===== config.mk =====
export PLATFORM = sky130hd
export DESIGN_NAME = mem_port_arbiter
export DESIGN_NICKNAME = d
export VERILOG_FILES = /design/src/rtl/mem_port_arbiter.sv
export SDC_FILE = /design/constraint.sdc
export NUM_CORES = 1
export LEC_CHECK = 0
export CORE_AREA = 2 2 169 88
export DETAILED_ROUTE_END_ITERATION = 12
export DIE_AREA = 0 0 171 90
export PLACE_DENSITY = 0.83
export SYNTH_ARGS = -nofsm -noshare
export SYNTH_HDL_FRONTEND = slang
export SYNTH_SLANG_ARGS = --single-unit

===== constraint.sdc =====
create_clock -name clk -period 2.75 [get_ports clk]
set_clock_uncertainty 0.15 [all_clocks]
set_input_delay 0.55 -clock clk [delete_from_list [all_inputs] [get_ports clk]]
set_output_delay 0.55 -clock clk [all_outputs]
set_load 0.05 [all_outputs]

===== src/rtl/mem_port_arbiter.sv =====
// Purpose : shares one single-ported RAM between instruction fetch and the data (load/store) path.
// Latency : request sampled in IDLE at cycle N -> ram_en at N+1 -> ack at N+2+RAM_LAT.
// Backpr. : requesters hold their request until acked; stall is high while any request is unacked.
//
// Ports:
//   clk, rst_n                  clock (rising edge), asynchronous active-low reset
//   i_req/i_addr                fetch request and address, held until i_ack
//   i_ack/i_rdata               one-cycle fetch done pulse, registered instruction word
//   d_rd/d_wr/d_addr/d_wdata    data read/write request, address and store data, held until d_ack
//   d_ack/d_rdata               one-cycle data done pulse, registered load data (read acks only)
//   ram_en/ram_we/ram_addr/
//   ram_wdata/ram_rdata         RAM strobe, write enable, address, write data, read data
//   stall                       combinational stall to the core
module mem_port_arbiter #(
    parameter int AW      = 32,
    parameter int DW      = 32,
    parameter int RAM_LAT = 1    // legal range 1..15 (counter is 4 bits)
) (
    input  logic          clk,
    input  logic          rst_n,
    input  logic          i_req,
    input  logic [AW-1:0] i_addr,
    output logic          i_ack,
    output logic [DW-1:0] i_rdata,
    input  logic          d_rd,
    input  logic          d_wr,
    input  logic [AW-1:0] d_addr,
    input  logic [DW-1:0] d_wdata,
    output logic          d_ack,
    output logic [DW-1:0] d_rdata,
    output logic          ram_en,
    output logic          ram_we,
    output logic [AW-1:0] ram_addr,
    output logic [DW-1:0] ram_wdata,
    input  logic [DW-1:0] ram_rdata,
    output logic          stall
);

    typedef enum logic [1:0] {
        ST_IDLE  = 2'd0,
        ST_ISSUE = 2'd1,
        ST_WAIT  = 2'd2,
        ST_ACK   = 2'd3
    } state_t;

    typedef enum logic {
        GR_FETCH = 1'b0,
        GR_DATA  = 1'b1
    } grant_t;

    localparam logic [3:0] LP_CNT_LOAD = 4'(RAM_LAT - 1);

    state_t        r_state;
    state_t        w_state_nxt;
    logic [3:0]    r_cnt;
    // Doubles as the owner of the in-flight access: it is updated on every grant.
    grant_t        r_last_grant;
    logic          r_ram_we;
    logic [AW-1:0] r_ram_addr;
    logic [DW-1:0] r_ram_wdata;
    logic [DW-1:0] r_i_rdata;
    logic [DW-1:0] r_d_rdata;

    logic          w_d_req;
    logic          w_grant_f;
    logic          w_grant_d;
    logic          w_capture;

    assign w_d_req = d_rd | d_wr;

    // ------------------------------------------------------------------
    // Next-state and grant decision
    // ------------------------------------------------------------------
    always_comb begin
        w_state_nxt = r_state;
        w_grant_f   = 1'b0;
        w_grant_d   = 1'b0;
        case (r_state)
            ST_IDLE: begin
                // Data wins only if fetch is idle or fetch was served last;
                // with reset value DATA this makes fetch win the first tie.
                if (w_d_req && (!i_req || r_last_grant == GR_FETCH)) begin
                    w_grant_d   = 1'b1;
                    w_state_nxt = ST_ISSUE;
                end else if (i_req) begin
                    w_grant_f   = 1'b1;
                    w_state_nxt = ST_ISSUE;
                end
            end
            ST_ISSUE: w_state_nxt = ST_WAIT;
            ST_WAIT: begin
                if (r_cnt == 4'd0) begin
                    w_state_nxt = ST_ACK;
                end
            end
            // Requests are deliberately not looked at here, so a request that
            // is still high after its ack is only seen again in IDLE.
            ST_ACK:   w_state_nxt = ST_IDLE;
            default:  w_state_nxt = ST_IDLE;
        endcase
    end

    // Read data is valid in the last WAIT cycle; writes never capture.
    assign w_capture = (r_state == ST_WAIT) && (r_cnt == 4'd0) && !r_ram_we;

    // ------------------------------------------------------------------
    // State, counter and grant registers
    // ------------------------------------------------------------------
    always_ff @(posedge clk or negedge rst_n) begin
        if (!rst_n) begin
            r_state <= ST_IDLE;
        end else begin
            r_state <= w_state_nxt;
        end
    end

    always_ff @(posedge clk or negedge rst_n) begin
        if (!rst_n) begin
            r_cnt <= 4'd0;
        end else if (r_state == ST_ISSUE) begin
            r_cnt <= LP_CNT_LOAD;
        end else if (r_state == ST_WAIT && r_cnt != 4'd0) begin
            r_cnt <= r_cnt - 4'd1;
        end
    end

    always_ff @(posedge clk or negedge rst_n) begin
        if (!rst_n) begin
            r_last_grant <= GR_DATA;
            r_ram_we     <= 1'b0;
            r_ram_addr   <= '0;
            r_ram_wdata  <= '0;
        end else if (w_grant_d) begin
            // d_rd and d_wr together count as a write.
            r_last_grant <= GR_DATA;
            r_ram_we     <= d_wr;
            r_ram_addr   <= d_addr;
            r_ram_wdata  <= d_wdata;
        end else if (w_grant_f) begin
            r_last_grant <= GR_FETCH;
            r_ram_we     <= 1'b0;
            r_ram_addr   <= i_addr;
            r_ram_wdata  <= '0;
        end
    end

    // ------------------------------------------------------------------
    // Read data return
    // ------------------------------------------------------------------
    always_ff @(posedge clk or negedge rst_n) begin
        if (!rst_n) begin
            r_i_rdata <= '0;
            r_d_rdata <= '0;
        end else if (w_capture) begin
            if (r_last_grant == GR_FETCH) begin
                r_i_rdata <= ram_rdata;
            end else begin
                r_d_rdata <= ram_rdata;
            end
        end
    end

    // ------------------------------------------------------------------
    // Outputs
    // ------------------------------------------------------------------
    assign ram_en    = (r_state == ST_ISSUE);
    assign ram_we    = r_ram_we;
    assign ram_addr  = r_ram_addr;
    assign ram_wdata = r_ram_wdata;
    assign i_ack     = (r_state == ST_ACK) && (r_last_grant == GR_FETCH);
    assign d_ack     = (r_state == ST_ACK) && (r_last_grant == GR_DATA);
    assign i_rdata   = r_i_rdata;
    assign d_rdata   = r_d_rdata;

    // Gated with rst_n so every output reads 0 while reset is held, even if
    // a requester keeps its request raised.
    assign stall = rst_n & ((i_req & ~i_ack) | (w_d_req & ~d_ack));

endmodule


==> results.ini <==
[placed_design]
routabilityCongestion = 0.788
port_buffers = 265
dp.cells = 915
dp_hpwl_um = 12300

[floorplan]
die_x_um = 171
die-area_sq_um = 15400
core_sq_um = 14000
initial_core_util = 0.409
io_pins = 266
die_y_um = 90
core.rowCount = 31

[synth]
yosys_warnings = 0
syn_inst = 478
synthArstFlopShare = 1.00
ys_seq_elements = 136
synth_edf_count = 0
synthesis.area_sq_um = 5750
synth_area_per_cell_sq_um = 12.0
synth_seq_area_share = 0.592
synth.distinct_cells = 36
synth_fp_nets = 617
ys.flop_type = dfrtp_1

[drt]
wl_um = 17100
dr.pass1.iters = 4
ant_nets = 0
wl_per_cell_um = 18.1
drtIter0Drc = 288
drc = 0
viasPerCell = 5.16
via_count = 4882

[setup_path]
cp_max_fo = 4
ff2ff_setup_slack_ns = 0.33
rr_endpoint = ram_addr[16]
startpoint_type = flop
cp.arrival_ns = 1.97
end_kind = output pin
cp-endpoint = d_ack
crit_type = reg2out
cp_slowest_cell = clkdlybuf4s50_1
crit_family = buffers and inverters
cp_num_buf_inv = 1
crit_start = r_state[0]
critPathMaxStageDelay_ns = 0.81
required_ns = 2.05
ff2ff_path_depth = 5
path_cells = ha_1 -> and2_1 -> clkdlybuf4s50_1
crit_cells = 3
reg2reg_from = r_state[0]

[grt]
gr-total-overflow = 0
met1_usage = 0.312
grt_pass1_wl_um = 27500
use_met2 = 0.350
grt_pass1_vias = 5145
grt_most_used_layer = met2
grtUsageMet3 = 0.0683
antenna_found_initial = 0
grt_use_total = 0.227
grt_max_degree = 137

[sta]
period_minus_slack_ns = 2.67
worstMarginPinSlew_ns = 1.18
post-route-period-util = 0.973
setup_tns_ns = 0
hold_viol = 0
finalSetupViolCount = 0
rsz0062_at_grt = false
max_slew_margin = 0.216
max_freq_mhz = 374
slew_violations = 0

[cells_and_area]
num-fill-cells = 1061
finalNonFillerCells = 946
nets = 875
area_growth_pct = 59.7
layout-drive-gt1-share = 0.156
antenna_cells = 0

[clock_tree]
clockRootBuffer = clkbuf_16
path_clk_slew_ns = 0.06
cts_buffers = 17
ctsResizeCount = 1
ctsHoldBuffers = 0
post-cts-setup-buffers = 0
cts_sinks = 136
cts_buffer_depth = 2
cts_tree = yes
clock_latency_ns = 0.39
cts_max_level = 4

[power]
power.density_nw_per_um2 = 1480
ir_drop_mv = 0.797
power.leakage_nw = 3.77

[flow_run]
cap_violations = 0

[outcome]
status = finished, final reports clean

[min_path]
hp-class = in2async

[synth_stat cells (2+ instances only)]
| library cell | instances | area share |
|---|---|---|
| o21ai_0 | 65 | 0.057 |
| o21a_1 | 32 | 0.042 |
| a22o_1 | 32 | 0.049 |
| buf_6 | 3 | 0.0059 |
| inv_1 | 8 | 0.0052 |
| or3_1 | 2 | 0.0022 |
| buf_1 | 5 | 0.0033 |
| and2_1 | 2 | 0.0022 |
| dfrtp_1 | 135 | 0.59 |
| clkbuf_1 | 24 | 0.016 |
| nor2_1 | 34 | 0.022 |
| o21ai_1 | 5 | 0.0044 |
| mux2_2 | 64 | 0.13 |
| ha_1 | 6 | 0.013 |
| buf_2 | 5 | 0.0044 |
| a21oi_1 | 36 | 0.031 |
[logic make-up after synthesis]
kind of cell	count (synthesis)	share of synthesized area
compound gates	177	0.193
fa+ha+maj	6	0.0131
buf+inv	46	0.0353
flops	136	0.592
mux	65	0.127
simple gates	48	0.0392
[through the flow]
| step | power, mW | setup WS (ns) | hold WS (ns) | cell area [sq um] | util |
|---|---|---|---|---|---|
| floorplan | 8.68 | 0.294 | 0.104 | 5750 | - |
| global placement | 11.2 | 0.167 | 0.329 | 8600 | 0.613 |
| detailed placement | 11.5 | 0.0495 | 0.335 | 8600 | 0.613 |
| CTS | 13.7 | 0.0341 | 0.163 | 9180 | 0.654 |
| global route | 14.2 | 0.00511 | 0.169 | 9180 | 0.654 |
| finish | 13.6 | 0.0752 | 0.116 | 9180 | 0.654 |
[how the worst min path moves through the flow]
stage               startpoint            to  slack, ns  cells after the start
detailed placement  d_rdata[6]    d_rdata[6]       0.34                      1
floorplan                rst_n    d_rdata[0]       0.10                      0
finish                   rst_n  ram_addr[17]       0.12                      2
CTS                      rst_n  ram_wdata[6]       0.16                      2
global placement    d_rdata[6]    d_rdata[6]       0.33                      1
global route             rst_n  ram_addr[17]       0.17                      2
[routing by layer]
metal,share of wire,up-vias
li1,-,2225
met2,0.46,222
met5,0,-
met3,0.078,18
met4,0.012,0
met1,0.44,2417
[area by class of cell]
cell class | count | area, sq um | area share
flip-flops and latches | 136 | 3400 | 0.371
repair buffers | 277 | 2760 | 0.300
multi-input cells | 296 | 2170 | 0.236
clock buffers | 17 | 425 | 0.0463
well taps | 198 | 248 | 0.0270
clock inverters | 14 | 151 | 0.0165
inverters | 8 | 30.0 | 0.00327
[cells in the final DEF, fill, tap and decap left out, types with 2 or more instances in the layout]
| master | synthesis | layout |
|---|---|---|
| or3_1 | 2 | 2 |
| o21a_1 | 32 | 32 |
| nor2_1 | 34 | 32 |
| o21ai_0 | 65 | 65 |
| clkinv_2 | 0 | 3 |
| inv_1 | 8 | 8 |
| clkdlybuf4s50_1 | 0 | 261 |
| nor2_2 | 0 | 2 |
| o21ai_1 | 5 | 5 |
| a21oi_1 | 36 | 36 |
| dfrtp_1 | 135 | 135 |
| a22o_1 | 32 | 32 |
| ha_1 | 6 | 6 |
| bufinv_16 | 0 | 2 |
| buf_4 | 0 | 12 |
| and2_1 | 2 | 2 |
| clkinv_4 | 0 | 3 |
| clkbuf_16 | 0 | 17 |
| clkinvlp_4 | 0 | 4 |
| mux2_2 | 64 | 64 |
[worst register-to-register path, cell delays in order, from the launching register on]
cell and delay (ns):
dfrtp_1 0.42, inv_1 0.10, ha_1 0.31, o31a_2 1.00, o21a_1 0.25, a21oi_1 0.07
[flip-flops by register name, summed over array words and instances (netlist names)]
register      count
d_rdata          32
i_rdata          32
ram_addr         32
ram_wdata        32
r_cnt             4
r_state           2
r_last_grant      1
ram_we            1
[power by group]
part | switching (mW) | total, mW | internal, mW | leakage, nW
registers | 0.564 | 3.54 | 2.98 | 1.62
clock network | 0.876 | 2.21 | 1.34 | 0.273
logic | 5.02 | 7.86 | 2.84 | 1.88
Power figures use the tool's default switching activity.
